File: src/rtl/uart16550_seq.sv
// uart16550_seq: Wishbone master that initialises a UART16550, then polls LSR and moves bytes between a valid/ready stream and THR/RBR.
//   wb_clk_i, wb_rst_n_i               clock, asynchronous active-low reset
//   wb_adr_o/dat_o/sel_o/cyc_o/stb_o/we_o, wb_dat_i/ack_i   Wishbone master port to the UART
//   init_done_o                        configuration written
//   tx_data_i/tx_valid_i/tx_ready_o    byte stream towards the UART transmitter
//   rx_data_o/rx_valid_o/rx_ready_i    byte stream from the UART receiver
//   overrun_o, timeout_o               sticky error flags
//   Optional macro UART16550_SEQ_ACK_TIMEOUT_EN: abandon and retry a bus cycle after ACK_TIMEOUT cycles without ack.
module uart16550_seq #(
  parameter logic [15:0] DIVISOR = 16'd27,
  parameter logic [7:0] LCR_VALUE = 8'h03,
  parameter logic [7:0] FCR_VALUE = 8'h07,
  parameter int unsigned ACK_TIMEOUT = 16
) (
  input  logic        wb_clk_i,
  input  logic        wb_rst_n_i,
  output logic [4:0]  wb_adr_o,
  output logic [31:0] wb_dat_o,
  input  logic [31:0] wb_dat_i,
  output logic [3:0]  wb_sel_o,
  output logic        wb_cyc_o,
  output logic        wb_stb_o,
  output logic        wb_we_o,
  input  logic        wb_ack_i,
  output logic        init_done_o,
  input  logic [7:0]  tx_data_i,
  input  logic        tx_valid_i,
  output logic        tx_ready_o,
  output logic [7:0]  rx_data_o,
  output logic        rx_valid_o,
  input  logic        rx_ready_i,
  output logic        overrun_o,
  output logic        timeout_o
);
  typedef enum logic [3:0] {
    INIT_LCR1, INIT_DLL, INIT_DLM, INIT_LCR2, INIT_FCR, IDLE, POLL, RD_RBR, WR_THR
  } state_t;
  state_t state_q, state_d, nxt;
  logic cyc_q, cyc_d, we_q, we_d, s_we, ack;
  logic [4:0] adr_q, adr_d, s_adr;
  logic [7:0] dat_q, dat_d, s_dat, rx_data_q, rx_data_d;
  logic rx_valid_q, rx_valid_d, overrun_q, overrun_d, init_done_q, init_done_d;
  logic unused_dat;
  assign unused_dat = ^wb_dat_i[31:8];
`ifdef UART16550_SEQ_ACK_TIMEOUT_EN
  logic [15:0] cnt_q, cnt_d;
  logic timeout_q, timeout_d;
  assign timeout_o = timeout_q;
`else
  logic unused_to;
  assign unused_to = ACK_TIMEOUT[0];
  assign timeout_o = 1'b0;
`endif
  always_comb begin
    s_we = 1'b1;
    s_adr = 5'd0;
    s_dat = 8'h00;
    nxt = IDLE;
    case (state_q)
      INIT_LCR1: begin s_adr = 5'd3; s_dat = LCR_VALUE | 8'h80; nxt = INIT_DLL; end
      INIT_DLL:  begin s_dat = DIVISOR[7:0]; nxt = INIT_DLM; end
      INIT_DLM:  begin s_adr = 5'd1; s_dat = DIVISOR[15:8]; nxt = INIT_LCR2; end
      INIT_LCR2: begin s_adr = 5'd3; s_dat = LCR_VALUE; nxt = INIT_FCR; end
      INIT_FCR:  begin s_adr = 5'd2; s_dat = FCR_VALUE; nxt = IDLE; end
      // RX wins over TX; only one data access follows each poll
      POLL: begin
        s_we = 1'b0;
        s_adr = 5'd5;
        nxt = (wb_dat_i[0] && !rx_valid_q) ? RD_RBR : (wb_dat_i[5] && tx_valid_i) ? WR_THR : IDLE;
      end
      RD_RBR: s_we = 1'b0;
      WR_THR: s_dat = tx_data_i;
      default: nxt = POLL;
    endcase
    ack = cyc_q & wb_ack_i;
    state_d = state_q;
    cyc_d = cyc_q;
    we_d = we_q;
    adr_d = adr_q;
    dat_d = dat_q;
`ifdef UART16550_SEQ_ACK_TIMEOUT_EN
    cnt_d = cnt_q;
    timeout_d = timeout_q;
`endif
    // a cycle only starts when cyc is low, which guarantees the idle gap after every ack
    if (state_q == IDLE) state_d = POLL;
    else if (!cyc_q) begin
      cyc_d = 1'b1;
      we_d = s_we;
      adr_d = s_adr;
      dat_d = s_dat;
`ifdef UART16550_SEQ_ACK_TIMEOUT_EN
      cnt_d = 16'd0;
`endif
    end else if (wb_ack_i) begin
      cyc_d = 1'b0;
      state_d = nxt;
    end
`ifdef UART16550_SEQ_ACK_TIMEOUT_EN
    else if (cnt_q == 16'(ACK_TIMEOUT - 1)) begin
      cyc_d = 1'b0;
      timeout_d = 1'b1;
    end else cnt_d = cnt_q + 16'd1;
`endif
    overrun_d = overrun_q | (ack && state_q == POLL && wb_dat_i[1]);
    init_done_d = init_done_q | (ack && state_q == INIT_FCR);
    rx_valid_d = (ack && state_q == RD_RBR) | (rx_valid_q & ~rx_ready_i);
    rx_data_d = (ack && state_q == RD_RBR) ? wb_dat_i[7:0] : rx_data_q;
    tx_ready_o = ack && state_q == WR_THR;
  end
  always_ff @(posedge wb_clk_i or negedge wb_rst_n_i) begin
    if (!wb_rst_n_i) begin
      state_q <= INIT_LCR1;
      cyc_q <= 1'b0;
      we_q <= 1'b0;
      adr_q <= 5'd0;
      dat_q <= 8'h00;
      rx_data_q <= 8'h00;
      rx_valid_q <= 1'b0;
      overrun_q <= 1'b0;
      init_done_q <= 1'b0;
`ifdef UART16550_SEQ_ACK_TIMEOUT_EN
      cnt_q <= 16'd0;
      timeout_q <= 1'b0;
`endif
    end else begin
      state_q <= state_d;
      cyc_q <= cyc_d;
      we_q <= we_d;
      adr_q <= adr_d;
      dat_q <= dat_d;
      rx_data_q <= rx_data_d;
      rx_valid_q <= rx_valid_d;
      overrun_q <= overrun_d;
      init_done_q <= init_done_d;
`ifdef UART16550_SEQ_ACK_TIMEOUT_EN
      cnt_q <= cnt_d;
      timeout_q <= timeout_d;
`endif
    end
  end
  assign wb_adr_o = adr_q;
  assign wb_dat_o = {24'h0, dat_q};
  assign wb_sel_o = {3'b000, cyc_q};
  assign wb_cyc_o = cyc_q;
  assign wb_stb_o = cyc_q;
  assign wb_we_o = we_q;
  assign init_done_o = init_done_q;
  assign rx_data_o = rx_data_q;
  assign rx_valid_o = rx_valid_q;
  assign overrun_o = overrun_q;
endmodule

File: config.mk
export PLATFORM = sky130hd
export DESIGN_NAME = uart16550_seq
export DESIGN_NICKNAME = d
export VERILOG_FILES = /design/src/rtl/uart16550_seq.sv
export SDC_FILE = /design/constraint.sdc
export NUM_CORES = 1
export LEC_CHECK = 0
export ABC_AREA = 1
export CORE_UTILIZATION = 39
export DETAILED_ROUTE_END_ITERATION = 10
export PLACE_DENSITY = 0.86
export SLEW_MARGIN = 40
export SYNTH_ARGS = -nofsm -noshare
export SYNTH_HDL_FRONTEND = slang
export SYNTH_SLANG_ARGS = --single-unit
File: constraint.sdc
create_clock -name wb_clk_i -period 2.2 [get_ports wb_clk_i]
set_input_delay 0.44 -clock wb_clk_i [delete_from_list [all_inputs] [get_ports wb_clk_i]]
set_output_delay 0.44 -clock wb_clk_i [all_outputs]
set_load 0.02 [all_outputs]
**After elaboration in Yosys (flattened, before gate mapping)**

Index checks and enable logic that the tools add are counted.

- Bits of input ports: 45
- Flip-flop bits (word level): 30

- Equality and inequality tests: 8
- Bitwise operators: 8
- Reductions and logical operators: 16
- Muxes and demuxes: 11

Operators by type and width:

| cell | number |
|---|---|
| $pmux 8 s5 | 1 |
| $pmux 4 s6 | 1 |
| $mux 4 | 5 |
| $eq 4x3->1 const B | 4 |
| $pmux 3 s4 | 1 |
| $eq 4x2->1 const B | 2 |
| $logic_and 1x1->1 | 7 |
| $eq 4x1->1 const B | 1 |
| $eq 4x4->1 const B | 1 |
| $logic_not 4->1 | 1 |
| $reduce_and 2->1 | 2 |
| $reduce_bool 2->1 | 2 |
| $reduce_or 2->1 | 2 |
| $mux 1 | 3 |
| $not 1->1 | 3 |
| $or 1x1->1 | 3 |
| $reduce_or 3->1 | 1 |
| $and 1x1->1 | 2 |
| $logic_not 1->1 | 1 |

**Depth between registers and ports, before layout**

Gate-level depths: netlist of run 1.

- Word-level depth: 7
- Depth in mapped cells: 8
- Gate-level depth less buffers: 8

**Worst setup path after synthesis of run 1**

OpenSTA, ideal clock, no wires.

- Kind: register to output
- From: register cyc_q, in the netlist wb_cyc_o
- To: output tx_ready_o
- Required time: 1.760 ns
- Path slack: 0.724 ns
- Cell stages (with the launch flop): 3
- Buffers on the path: 0
- Arrival: 1.036 ns
- Cell sequence: dfrtp_1 -> nand2_1 -> nor2_1

- Longest elaborated chain between the ends: 2

Ends and longest elaborated chain:

| element | RTL line | RTL |
|---|---|---|
| start, declared | 39 | `logic cyc_q, cyc_d, we_q, we_d, s_we, ack;` |
| start signal, assigned | 128 | `cyc_q <= cyc_d;` |
| $and 1x1->1 | 75 | `ack = cyc_q & wb_ack_i;` |
| $logic_and 1x1->1 | 109 | `tx_ready_o = ack && state_q == WR_THR;` |
| end, declared | 28 | `output logic tx_ready_o,` |

No other way between the ends.

**Final worst setup path of run 1**

- From: register state_q[0]
- To: output tx_ready_o

- Longest elaborated chain between the ends: 2

Ends and longest elaborated chain:

| element | RTL line | RTL |
|---|---|---|
| start, declared | 38 | `state_t state_q, state_d, nxt;` |
| start signal, assigned | 127 | `state_q <= state_d;` |
| $eq 4x4->1 | 109 |  |
| $logic_and 1x1->1 | 109 |  |

No other way between the ends.

==> impl_metrics.tcl, run 1 <==
set metrics [dict create \
    cap_violations 0 \
    die_h_um 65.5 \
    finClkSkew_ns 0.00109 \
    grt_max_degree 29 \
    chipWidth_um 65.5 \
    overflow 0 \
    synth_area_leaders "dfrtp_1 45%, buf_4 15%, nand2_1 15%, nor2_1 5.5%, nand3_1 3.8%" \
    slowest_delay_ns 0.46 \
    rsz0062_at_grt "no" \
    hold_viol_final 0 \
    antenna_found_initial 0 \
    rows 22 \
    status "finished clean" \
    vias 1335 \
    worst-path-max-fanout 6 \
    clock_path_buffers 2 \
    fin_setup_tns_ns 0 \
    pre_cts_ws_ns 0.0380 \
    clk_pin_slew_ns 0.09 \
    synth.avg_cell_area_um2 7.81 \
    clk_latency_ns 0.28 \
    hold_path.class "flop to flop" \
    peakVddDrop_v 0.000516 \
    grt_pass1_vias 1208 \
    grt_pass1_wl_mm 5.39 \
    cp_slowest_cell "dfrtp_1" \
    cp_cell_sequence "nor2_2, nand2_1, nor2_1, dlygate4sd2_1" \
    post_cts_buffers 0 \
    leakagePower_nw 1.02 \
    root_buffer "clkbuf_8" \
    final_area_um2 2040 \
    fin_nets 295 \
    drt-total-wl_mm 3.29 \
    clock.fmax_mhz 504 \
    wl_per_cell_um 11.1 \
    area_growth_pct 29.7 \
    drc 0 \
    fin_crit_ns 1.99 \
    final_util_pct 54.0 \
    yosys.area.top_type_share_pct 44.6 \
    cp_top_family "flip-flops" \
    ant_nets 0 \
    fin_crit_sh_pct 90.2 \
    cp.arrival_ns 1.55 \
    dp_hpwl_mm 2.40 \
    grt_use_total_pct 16.1 \
    ys_warn_count 0 \
    ctsHtreeMaxLevel 1 \
    crit_required_ns 1.76 \
    clock-sinks 28 \
    post_dp_cell_area_um2 1970 \
    worst-path-buf-inv 1 \
    end_kind "primary output" \
    initial_core_util_pct 41.6 \
    crit_path_start_kind "flop" \
    cts_tree "built" \
    synth-seq-area-share_pct 44.6 \
    first_pass_iters 4 \
    syn_inst 201 \
    io_pins 102 \
    maxSlewViolCount 0 \
    layout_setup_ws_ns 0.215 \
    n_antenna_cell 0 \
    finalSetupViolations 0 \
    drtIter0Drc 63 \
    r2r_slack_ns 0.61 \
    core_area_um2 3770 \
    synth_seq_cells 28 \
    yosys.area.top_type "dfrtp_1" \
    cts_buffers 3 \
    yosysUniqueCellTypes 23 \
    n_fill_cell 358 \
    netlist_area_um2 1570 \
    die_area_um2 4280 \
    globalplace.congestion 0.976 \
    final_layout_size_suffix_gt1_share_pct 7.23 \
    routed_via_density 4.49 \
    portBuffers 47 \
    worstSetupPathType "flop to primary output" \
    power_density_nw_per_um2 1330 \
]
worst reg2reg max path, stage by stage (launching register included):
cell and delay, ns:
dfrtp_1 0.43, inv_1 0.20, nand4_1 0.17, inv_2 0.19, nand2_1 0.28, nand2_1 0.16
o21ai_2 0.06
area by class of cell:
type	instances	area [um2]	area share (%)
clock buffers	3	41.3	2.03
clock inverters	1	30.0	1.47
inverters	13	48.8	2.40
multi-input cells	153	657	32.2
flip-flops and latches	28	701	34.4
well taps	48	60.1	2.95
repair buffers	51	499	24.5
cell usage after synthesis:
cell type	number
a21oi_1	1
a31oi_1	2
buf_2	2
buf_4	32
buf_6	2
conb_1	1
dfrtp_1	28
inv_1	10
inv_2	3
nand2_1	61
nand2_2	1
nand3_1	12
nand4_1	1
nor2_1	23
nor2_2	3
nor2_4	1
o211ai_1	1
o21ai_0	10
o21ai_1	1
o21ai_2	2
o21bai_1	2
o22ai_1	1
o31ai_1	1
worst paths after layout:
check                                              start                       end  depth (start not counted)
worst max-delay path              state_q[0]$_DFFE_PN0P_                tx_ready_o                          4
worst min-delay path            rx_data_o[7]$_DFFE_PN0P_  rx_data_o[7]$_DFFE_PN0P_                          2
worst max register to register    state_q[3]$_DFFE_PN0P_  rx_data_o[0]$_DFFE_PN0P_                          6
worst min register to register  rx_data_o[7]$_DFFE_PN0P_  rx_data_o[7]$_DFFE_PN0P_                          2
max in group asynchronous                     wb_rst_n_i     init_done_o$_DFF_PN0_                          2
min in group asynchronous                     wb_rst_n_i   wb_adr_o[0]$_DFFE_PN0P_                          2
timing repair:
item | CTS | global route
resized for setup | 1 | 0
setup endpoints to repair | 1 | 0
hold buffers | 0 | 0
power breakdown:
part           total (mW)  internal [mW]  switching (mW)
Combinational        1.45          0.591           0.863
Sequential          0.849          0.712           0.137
Clock               0.408          0.244           0.164
Total                2.71           1.55            1.16
cell usage in the layout, fill, tap and decap left out, types with 2 or more instances in the layout:
| master | Yosys | routed |
|---|---|---|
| nand2_1 | 61 | 61 |
| clkdlybuf4s50_1 | 0 | 46 |
| conb_1 | 1 | 30 |
| dfrtp_1 | 28 | 28 |
| nor2_1 | 23 | 23 |
| nand3_1 | 12 | 12 |
| inv_1 | 10 | 10 |
| o21ai_0 | 10 | 10 |
| buf_4 | 32 | 4 |
| inv_2 | 3 | 3 |
| nor2_2 | 3 | 3 |
| clkbuf_8 | 0 | 3 |
| o21bai_1 | 2 | 2 |
| o21ai_2 | 2 | 2 |
| a31oi_1 | 2 | 2 |
sequential cells by signal (all words and copies together) (netlist names):
name / count
dat_q: 8
rx_data_o: 8
state_q: 4
wb_adr_o: 3
init_done_o: 1
overrun_o: 1
rx_valid_o: 1
wb_cyc_o: 1
wb_we_o: 1
through the flow:
stage               instances  total power [mW]  hold WS [ns]
detailed placement        293              2.30         0.458
CTS                       297              2.73         0.482
global route              297              2.91         0.504
global placement          293              2.27         0.454
finish                    297              2.71         0.483
floorplan                 230              1.82         0.144
kinds of logic after synthesis:
kind of cell,after synthesis,synth area share (%)
and+or+nand+nor,102,26.6
buffers and inverters,49,20.5
DFF,28,44.6
AOI/OAI and AO/OA,21,8.05
other,1,0.239
routing by layer:
metal,GRT usage [%],share of wire (%)
met4,4.89,0.94
met1,20.4,45
met5,0,0
met3,2.78,5.3
met2,27.8,49
(Power assumes the default switching activity.)
==> run 2, diff against run 1 <==
==> constraint.sdc (replaced) <==
create_clock -name wb_clk_i -period 2.3 [get_ports wb_clk_i]
set_input_delay 0.46 -clock wb_clk_i [delete_from_list [all_inputs] [get_ports wb_clk_i]]
set_output_delay 0.46 -clock wb_clk_i [all_outputs]
set_load 0.02 [all_outputs]
==> run 2 against run 1 <==
- clock skew grew 0.0012 ns
- core utilization shrank 0.20 points
- clock-buffer cell count is the same
- register-to-register slack gained 0.11 ns
- non-clock buffer count shrank 1
- global-route usage shrank 0.068 points
- die area is the same
- first-iteration DRC count grew 13%
- flip-flop and latch count is the same
- cell count shrank 0.34%
- combinational power shrank 7%
- critical endpoint unchanged
==> impl_metrics.tcl, run 2 (synthesis gave the netlist of run 1 again) <==
set metrics [dict create \
    finalPower_mw 2.57 \
    pre_cts_ws_ns 0.101 \
    post_dp_cell_area_um2 1960 \
    finalSetupViolations 0 \
    power_density_nw_per_um2 1260 \
    ff2ff_path_depth 6 \
    rsz0062_at_grt "no" \
    r2r_slack_ns 0.72 \
    ctsHtreeMaxLevel 1 \
    initial_core_util_pct 41.6 \
    dp_hpwl_mm 2.43 \
    power.share.clock_pct 15.2 \
    min_to "rx_data_o[5]$_DFFE_PN0P_" \
    place_inst 292 \
    final_util_pct 53.8 \
    cap_violations 0 \
    grt_max_degree 29 \
    wl_per_cell_um 10.8 \
    fin_setup_tns_ns 0 \
    status "finished clean" \
    crit_required_ns 1.84 \
    layout_setup_ws_ns 0.239 \
    end_kind "primary output" \
    hold_ws_ns 0.479 \
    rows 22 \
    cp_cell_sequence "nor2_2, nand2_1, nor2_1, dlygate4sd2_1" \
    p_int_mw 1.47 \
    sequentialPowerShare_pct 32.3 \
    r2r_end "rx_data_o[0]$_DFFE_PN0P_" \
    n_fill_cell 371 \
    die_area_um2 4280 \
    io_pins 102 \
    routed_via_density 4.50 \
    root_buffer "clkbuf_8" \
    worst-path-max-fanout 9 \
    antenna_found_initial 0 \
    clock_path_buffers 2 \
    layout_commonest_cell "nand2_1" \
    worstReg2RegStart "state_q[3]$_DFFE_PN0P_" \
    clock-sinks 28 \
    clock.fmax_mhz 485 \
    overflow 0 \
    fin_nets 294 \
    min_path_cells 2 \
    vias 1331 \
    cp_slowest_cell "dfrtp_1" \
    hp-start "rx_data_o[5]$_DFFE_PN0P_" \
    portBuffers 47 \
    chipWidth_um 65.5 \
    globalplace.congestion 0.983 \
    multi_input_area_um2 657 \
    drtIter0Drc 71 \
    leakagePower_nw 1.02 \
    slowest_delay_ns 0.49 \
    peakVddDrop_v 0.000483 \
    grt_use_total_pct 16.1 \
    n_antenna_cell 0 \
    clk_latency_ns 0.28 \
    grt_pass1_vias 1169 \
    maxSlewViolCount 0 \
    cts_buffers 3 \
    finClkSkew_ns 0.00232 \
    cts_tree "built" \
    cp_top_family "flip-flops" \
    first_pass_iters 4 \
    final_area_um2 2030 \
    clk_pin_slew_ns 0.10 \
    hold_viol_final 0 \
    hold_path.class "flop to flop" \
    fin_crit_ns 2.06 \
    cp.arrival_ns 1.60 \
    grt_pass1_wl_mm 5.30 \
    crit_path_start_kind "flop" \
    stdcell_count 296 \
    ant_nets 0 \
    final_layout_size_suffix_gt1_share_pct 6.85 \
    drt-total-wl_mm 3.18 \
    die_h_um 65.5 \
    p_switching_mw 1.10 \
    drc 0 \
    fin_crit_sh_pct 89.6 \
    area_growth_pct 29.2 \
    register_area_um2 701 \
    post_cts_buffers 0 \
    power_frac_comb_pct 52.5 \
    layout_common_cells "61 x nand2_1, 46 x clkdlybuf4s50_1, 30 x conb_1" \
    worst-path-buf-inv 1 \
    worstSetupPathType "flop to primary output" \
    core_area_um2 3770 \
    sw_frac_of_total_pct 42.8 \
]
==> run 2: cell types whose count changed in the layout (fill, tap and decap cells not counted), sizes merged <==
| cell | delta |
|---|---|
| buf | -1 |
==> run 2: worst max path at each step <==
stage | startpoint | cells past startpoint | end | slack (ns)
3_3_place_gp | wb_ack_i | 4 | tx_ready_o | 0.09
3_5_place_dp | wb_ack_i | 4 | tx_ready_o | 0.10
2_1_floorplan | wb_cyc_o$_DFFE_PN0N_ | 2 | tx_ready_o | 0.80
4_1_cts | state_q[1]$_DFFE_PN0P_ | 4 | tx_ready_o | 0.24
5_1_grt | state_q[1]$_DFFE_PN0P_ | 4 | tx_ready_o | 0.14
6_report | state_q[1]$_DFFE_PN0P_ | 4 | tx_ready_o | 0.24
==> run 2: power groups by stage <==
stage | registers [mW] | logic, mW | clock network [mW]
6_report | 0.829 | 1.35 | 0.390
5_1_grt | 0.851 | 1.50 | 0.415
4_1_cts | 0.829 | 1.36 | 0.400
3_5_place_dp | 0.835 | 1.36 | 0
3_3_place_gp | 0.833 | 1.33 | 0
2_1_floorplan | 1.01 | 0.736 | 0
==> run 2: worst min-delay path: stages (launching register included) <==
cell,delay [ns]
dfrtp_1,0.35
nand2_1,0.05
nand2_1,0.05
==> run 2: cell type report <==
type	instances	share of cell area (%)
clock buffers	3	2.03
inverters	13	2.40
clock inverters	1	1.48
flip-flops and latches	28	34.5
well taps	48	2.96
repair buffers	50	24.2
multi-input cells	153	32.4
==> run 2: repair_timing <==
| action | in CTS | in global routing |
|---|---|---|
| resized for setup | 1 | 0 |
| endpoints found under the setup margin | 1 | 0 |
| hold buffers | 0 | 0 |
| endpoints found under the hold margin | 0 | 0 |
==> run 2: routing by layer <==
metal  up-vias  part of all wire (%)  GRT usage, %
met1       607                    45          20.7
met3         5                   5.8          2.78
met5         -                     0             0
met2        53                    48          26.9
met4         0                   1.5          5.71
li1        666                     -             -
